## src/rtl/clk_period_meter.sv

```systemverilog
// clk_period_meter
// Measures an asynchronous slow clock/toggle in i_clk cycles: full period,
// high time and the half-period count a clock divider needs to reproduce it.
// A saturating cycle counter runs between synchronized rising edges; a
// watchdog drops lock when no rising edge arrives within TIMEOUT cycles.
module clk_period_meter #(
  parameter int COUNT_WIDTH = 32,
  parameter int SYNC_STAGES = 2,
  parameter int TIMEOUT     = 100_000_000
) (
  input  logic                   i_clk,
  input  logic                   i_rst,
  input  logic                   i_sig,
  input  logic                   i_en,
  output logic [COUNT_WIDTH-1:0] o_period,
  output logic [COUNT_WIDTH-1:0] o_high,
  output logic [COUNT_WIDTH-1:0] o_div_count,
  output logic                   o_valid,
  output logic                   o_locked,
  output logic                   o_timeout
);

  // Last counter value before the watchdog fires.
  localparam logic [COUNT_WIDTH-1:0] TO_LAST = COUNT_WIDTH'(TIMEOUT - 1);
  localparam logic [COUNT_WIDTH-1:0] ONE     = COUNT_WIDTH'(1);

  typedef enum logic [1:0] {
    S_IDLE    = 2'd0,
    S_ARM     = 2'd1,
    S_MEASURE = 2'd2
  } state_t;

  // Counter increment that parks at the watchdog limit instead of running on.
  function automatic logic [COUNT_WIDTH-1:0] f_sat_inc(input logic [COUNT_WIDTH-1:0] c);
    return (c == TO_LAST) ? c : c + ONE;
  endfunction

  // Divider half-period count for a period p: (p >> 1) - 1, floored at zero.
  function automatic logic [COUNT_WIDTH-1:0] f_div_count(input logic [COUNT_WIDTH-1:0] p);
    logic [COUNT_WIDTH-1:0] half;
    half = p >> 1;
    return (half == '0) ? '0 : half - ONE;
  endfunction

  logic [SYNC_STAGES-1:0] r_sync;
  logic                   r_s_d;
  logic                   w_s;
  logic                   w_rise;
  logic                   w_fall;

  state_t                 r_state;
  logic [COUNT_WIDTH-1:0] r_cnt;
  logic [COUNT_WIDTH-1:0] r_hi;
  logic [COUNT_WIDTH-1:0] r_period;
  logic [COUNT_WIDTH-1:0] r_high;
  logic [COUNT_WIDTH-1:0] r_div;
  logic                   r_valid;
  logic                   r_locked;
  logic                   r_timeout;
  logic [COUNT_WIDTH-1:0] w_cnt_inc;

  // Synchronizer chain plus one delay flop for edge detection; runs in every state.
  always_ff @(posedge i_clk) begin
    if (i_rst) begin
      r_sync <= '0;
      r_s_d  <= 1'b0;
    end else begin
      r_sync <= {r_sync[SYNC_STAGES-2:0], i_sig};
      r_s_d  <= r_sync[SYNC_STAGES-1];
    end
  end

  // ---- stage boundary: synchronized level -> edge strobes ----
  assign w_s       = r_sync[SYNC_STAGES-1];
  assign w_rise    = w_s & ~r_s_d;
  assign w_fall    = ~w_s & r_s_d;
  assign w_cnt_inc = r_cnt + ONE;

  // Measurement FSM: counts cycles between rising edges and registers results.
  always_ff @(posedge i_clk) begin
    if (i_rst) begin
      r_state   <= S_IDLE;
      r_cnt     <= '0;
      r_hi      <= '0;
      r_period  <= '0;
      r_high    <= '0;
      r_div     <= '0;
      r_valid   <= 1'b0;
      r_locked  <= 1'b0;
      r_timeout <= 1'b0;
    end else begin
      r_valid <= 1'b0;
      if (!i_en) begin
        // Disabled: results hold, status and counter clear.
        r_state   <= S_IDLE;
        r_cnt     <= '0;
        r_locked  <= 1'b0;
        r_timeout <= 1'b0;
      end else begin
        case (r_state)
          S_IDLE: begin
            r_state <= S_ARM;
          end
          S_ARM: begin
            // First rising edge only starts the count; nothing to report yet.
            if (w_rise) begin
              r_cnt     <= '0;
              r_timeout <= 1'b0;
              r_state   <= S_MEASURE;
            end else begin
              if (r_cnt == TO_LAST) r_timeout <= 1'b1;
              r_cnt <= f_sat_inc(r_cnt);
            end
          end
          S_MEASURE: begin
            // hi keeps its old value when a period has no falling edge.
            if (w_fall) r_hi <= w_cnt_inc;
            if (w_rise) begin
              r_period <= w_cnt_inc;
              r_high   <= r_hi;
              r_div    <= f_div_count(w_cnt_inc);
              r_valid  <= 1'b1;
              r_locked <= 1'b1;
              r_cnt    <= '0;
            end else if (r_cnt == TO_LAST) begin
              // Partial period is thrown away; re-arm and wait for a fresh edge.
              r_timeout <= 1'b1;
              r_locked  <= 1'b0;
              r_cnt     <= '0;
              r_state   <= S_ARM;
            end else begin
              r_cnt <= w_cnt_inc;
            end
          end
          default: begin
            r_state <= S_IDLE;
            r_cnt   <= '0;
          end
        endcase
      end
    end
  end

  assign o_period    = r_period;
  assign o_high      = r_high;
  assign o_div_count = r_div;
  assign o_valid     = r_valid;
  assign o_locked    = r_locked;
  assign o_timeout   = r_timeout;

endmodule

```

## config.mk

```make
export PLATFORM = sky130hd
export DESIGN_NAME = clk_period_meter
export DESIGN_NICKNAME = d
export VERILOG_FILES = /design/src/rtl/clk_period_meter.sv
export SDC_FILE = /design/constraint.sdc
export NUM_CORES = 1
export LEC_CHECK = 0
export ABC_CLOCK_PERIOD_IN_PS = 4500
export BUFFER_PORTS_ARGS = -buffer_cell sky130_fd_sc_hd__buf_2
export CAP_MARGIN = 10
export CORE_MARGIN = 4
export CORE_UTILIZATION = 50
export CTS_BUF_LIST = sky130_fd_sc_hd__clkbuf_8
export DETAILED_ROUTE_END_ITERATION = 10
export GPL_ROUTABILITY_DRIVEN = 0
export MAX_ROUTING_LAYER = met4
export PLACE_DENSITY = 0.71
export SLEW_MARGIN = 0
export SYNTH_ARGS = -nofsm -noshare
export SYNTH_HDL_FRONTEND = slang
export SYNTH_SLANG_ARGS = --single-unit
export TNS_END_PERCENT = 5
```

## constraint.sdc

```tcl
create_clock -name i_clk -period 4.5 [get_ports i_clk]
set_input_delay 0.45 -clock i_clk [delete_from_list [all_inputs] [get_ports i_clk]]
set_output_delay 0.45 -clock i_clk [all_outputs]
set_load 0.01 [all_outputs]
```

# Word level (Yosys, flattened, before mapping)
# Index checks and enable logic that the tools add are counted.
# word_totals
inputBits	4
reg_bits	168
output_inout_bits	99
word_cells	56
# classes
muxes	17
n_addsub	2
n_reduce_logical	12
bitwise	7
eq_ne	7
# op_table
cell	n
32-bit 2-to-1 mux	5
32-bit case mux with 3 select lines	1
32-bit by 1-bit adder with 32-bit output (second input constant)	1
32-bit by 27-bit == test with 1-bit output (second input constant)	1
32-bit zero test	1
31-bit by 1-bit subtractor with 32-bit output (second input constant)	1
3-bit AND reduction	3
1-bit 2-to-1 mux	6
2-bit 2-to-1 mux	3
2-bit != test (second input constant)	3
2-bit case mux with 3 select lines	1
2-bit AND reduction	3
1-bit NOT	5
2-bit nonzero test	2
3-bit != test (second input constant)	1
3-bit OR reduction	1
1-bit AND	2
2-bit by 1-bit == test with 1-bit output (second input constant)	1
2-bit == test (second input constant)	1
2-bit zero test	1
1-bit case mux with 2 select lines	1
2-bit OR reduction	1

# Logic depth before layout (Yosys ltp)
# logic_depth
ltp_word	4
depth_mapped	12
depth_no_buf	9

# Worst setup path after synthesis
# OpenSTA, ideal clock, no wires.
# synth_timing
kind	flip-flop to flip-flop
startpoint	register r_cnt[0]
endpoint	register r_div[28], in the netlist o_div_count[28]
n_path_buf	1
setup_time_ns	0.078
t_required_ns	4.422
t_arrival_ns	2.949
synth_period_minus_slack_ns	3.027
slack_ns	1.473
stages_incl_launch_ff	11
path_cell_list	dfxtp_1 ha_1 buf_2 nand4_4 nor4_4 nand2_1 xor2_1 nand4_4 or4_1 and3_1 nor3_1
# synth_between
elab_chain_cells	3
elab_cells_between_ends	4
classes_between	add/sub (2); mux (1); reduce/logical (1)
# synth_lines
element	line	rtl
from (decl)	52	logic [COUNT_WIDTH-1:0] r_cnt;
from (signal assigned)	112	r_cnt <= f_sat_inc(r_cnt);
from (signal assigned)	132	r_cnt <= w_cnt_inc;
32-bit by 1-bit adder with 32-bit output (*)	77	assign w_cnt_inc = r_cnt + ONE;
31-bit by 1-bit subtractor with 32-bit output or 32-bit zero test (tied branches)	42	return (half == '0) ? '0 : half - ONE;
32-bit 2-to-1 mux (*)	42	
to (signal assigned)	121	r_div <= f_div_count(w_cnt_inc);
to (decl)	56	logic [COUNT_WIDTH-1:0] r_div;
# Mark *: on every way between the ends. The rest lies on a longest branch, timed or not.
# A chain may end at the register's enable or synchronous reset.

# Worst setup path after layout
# layout_timing
startpoint	register r_cnt[0]
endpoint	register r_div[18], in the netlist o_div_count[18]
# The elaborated chain is that of the path after synthesis.

==> qor.csv <==
metric,value,unit
die_w,131,um
fin_tns_setup,0,ns
setup_viol,0,
fin_area,0.00848,mm2
ctsLongestPathBuffers,2,
grt_pass1_wl,30500,um
run_status,finished clean,
dp_hpwl,13300,um
arrival,4.00,ns
die_y,131,um
grt.total_usage,0.234,
start_util,0.516,
die_area,0.0171,mm2
ios,103,
syn_area,0.00756,mm2
drv_cap,0,
detail-route-antenna-nets,0,
internal-power,1.98,mW
cts_made_buffers,17,
post_cts_buffers,0,
final_layout_size_suffix_gt1_frac,0.180,
diodes,0,
synthToLayoutAreaGrowth,12.3,%
hold_class,input pin to flop,
h-tree-depth,4,
drt_iter0_markers,509,
cts_tree,built,
critPathMaxFanout,16,
ys_seq_area_frac,0.445,
worst_setup_path_end_kind,flop,
critical_path_class,flop to flop,
hold_viol,0,
synthDistinctLibCells,59,
wirelength,19100,um
ir_drop,0.183,mV
grt_pass1_vias,5835,
syn_inst,880,
p_leak,3.28,nW
required,4.85,ns
drv_slew,0,
syn-num-nets,891,
grt_max_degree,100,
min_period_over_period,0.811,
num_rows,44,
final_cells,1138,
seq_power_share,0.575,
startpoint_type,flop,
final_nets,953,
final_cell_mix,"dfxtp_1 (168), nor2_1 (145), buf_2 (101)",
synth_area_per_cell,8.59,um2
rsz0062_at_grt,no,
combPwrFrac,0.024,
overflow,0,
synth-seq-cells,168,
synthFlopType,dfxtp_1,
drc_errors,0,
swShare,0.236,
yosysWarnings,0,
fin_crit,3.65,ns
dp_cells,1107,
p_switching,611,uW
post_cts_resize_count,0,
vias,6448,
antenna_found_initial,0,
max_slew.worst_pin.slew,0.995,ns
slew-limit-headroom,0.333,
p_per_area,306,mW/mm2
synthArstFlopShare,0,
placed_cell_area,0.00811,mm2
path_clk_slew,0.09,ns
cts-root-buf,clkbuf_8,
cts_hold_buf,0,
drtPass1Iterations,5,
p_clk_frac,0.401,
fillers,1357,
worst_skew_pair.late_latency,0.47,ns
numPortBuffers,102,
viasPerCell,5.67,
wire_per_inst,16.8,um
cts_sinks,168,
layout_commonest_cell,dfxtp_1,
synth-edff-count,0,
coreArea,0.0146,mm2
fin_skew,0.0130,ns
clock.fmax,274,MHz
==> flip-flops by register name (all words and copies together), names as in the netlist <==
name and cells:
o_div_count 32, o_high 32, o_period 32, r_cnt 32
r_hi 32, r_state 2, r_sync 2, o_locked 1
o_timeout 1, o_valid 1, r_s_d 1
==> metrics by stage <==
stage / util / hold slack, ns / setup slack (ns) / total power, mW
2_1_floorplan: - / 0.414 / 1.47 / 1.57
3_3_place_gp: 0.554 / 0.429 / 0.962 / 1.59
3_5_place_dp: 0.554 / 0.443 / 0.854 / 1.59
4_1_cts: 0.579 / 0.190 / 0.848 / 2.61
5_1_grt: 0.579 / 0.218 / 0.523 / 2.68
6_report: 0.579 / 0.222 / 0.850 / 2.59
==> final cells by class <==
cell class / count / area [um2] / share of cell area
multi-input combinational: 633 / 3890 / 0.459
sequential: 168 / 3360 / 0.396
timing repair buffer: 112 / 588 / 0.0693
clock buffer: 20 / 275 / 0.0324
tap: 184 / 230 / 0.0271
clock inverter: 11 / 96.3 / 0.0114
inverter: 10 / 37.5 / 0.00442
==> path summary, 6_finish.rpt <==
check                                from                            to  slack (ns)  cells past startpoint
setup reg to reg    r_cnt[0]$_SDFFE_PP0P_  o_div_count[18]$_SDFFE_PP0P_        0.85                     10
hold / removal                      i_sig          r_sync[0]$_SDFF_PP0_        0.22                      2
setup / recovery    r_cnt[0]$_SDFFE_PP0P_  o_div_count[18]$_SDFFE_PP0P_        0.85                     10
hold reg to reg   o_high[23]$_SDFFE_PP0P_       o_high[23]$_SDFFE_PP0P_        0.45                      2
==> worst max-delay path: stages, from the launching register on <==
cell      delay [ns]
dfxtp_1         0.47
ha_1            0.40
nand4_4         0.22
nor4_4          0.54
nand4_1         0.18
xor2_1          0.47
o211ai_2        0.25
nor4_4          0.42
nor3_4          0.16
buf_4           0.24
a22o_1          0.19
==> cell families (layout without fill, tap and decap cells) <==
logic type	count (synthesis)	in the layout	synth area share
AND/OR/NAND/NOR	368	368	0.245
buffers and inverters	79	153	0.0435
multiplexers	6	6	0.00828
XOR/XNOR	55	55	0.0637
flip-flops	168	168	0.445
AO/OA/AOI/OAI	197	197	0.182
adder cells (fa/ha/maj)	7	7	0.0116
==> power by group through the flow <==
stage	combinational, mW	clock [mW]	sequential [mW]
floorplan	0.0469	0	1.53
global placement	0.0628	0	1.53
detailed placement	0.0630	0	1.53
CTS	0.0631	1.06	1.49
global route	0.0694	1.12	1.49
finish	0.0629	1.04	1.49
==> synthesized netlist by cell type, drive strengths merged, types with 7 or more instances <==
cell type  number  area [um2]
nor3           20         105
nor2b           7        43.8
ha              7        87.6
inv            10        37.5
and3           10        62.6
clkbuf         48         180
a22oi           8        60.1
and2            7        43.8
nand4          21         198
and4            8        72.6
dfxtp         168        3360
buf            21         111
a21oi          64         320
a211oi         62         470
nor4           12         156
xnor2          37         324
nand2          95         357
a22o           31         272
o21ai           8        40.0
xor2           18         158
nor2          147         552
nand3          17        85.1
==> per-layer routing <==
layer | GRT usage | up-vias | wire length (um) | share of wire
li1 | - | 3224 | - | -
met1 | 0.328 | 3008 | 9320 | 0.49
met2 | 0.343 | 187 | 8390 | 0.44
met3 | 0.0366 | 29 | 1060 | 0.056
met4 | 0.0817 | 0 | 333 | 0.017
met5 | - | - | 0 | 0
No activity file was read; power rests on OpenSTA's default activity.
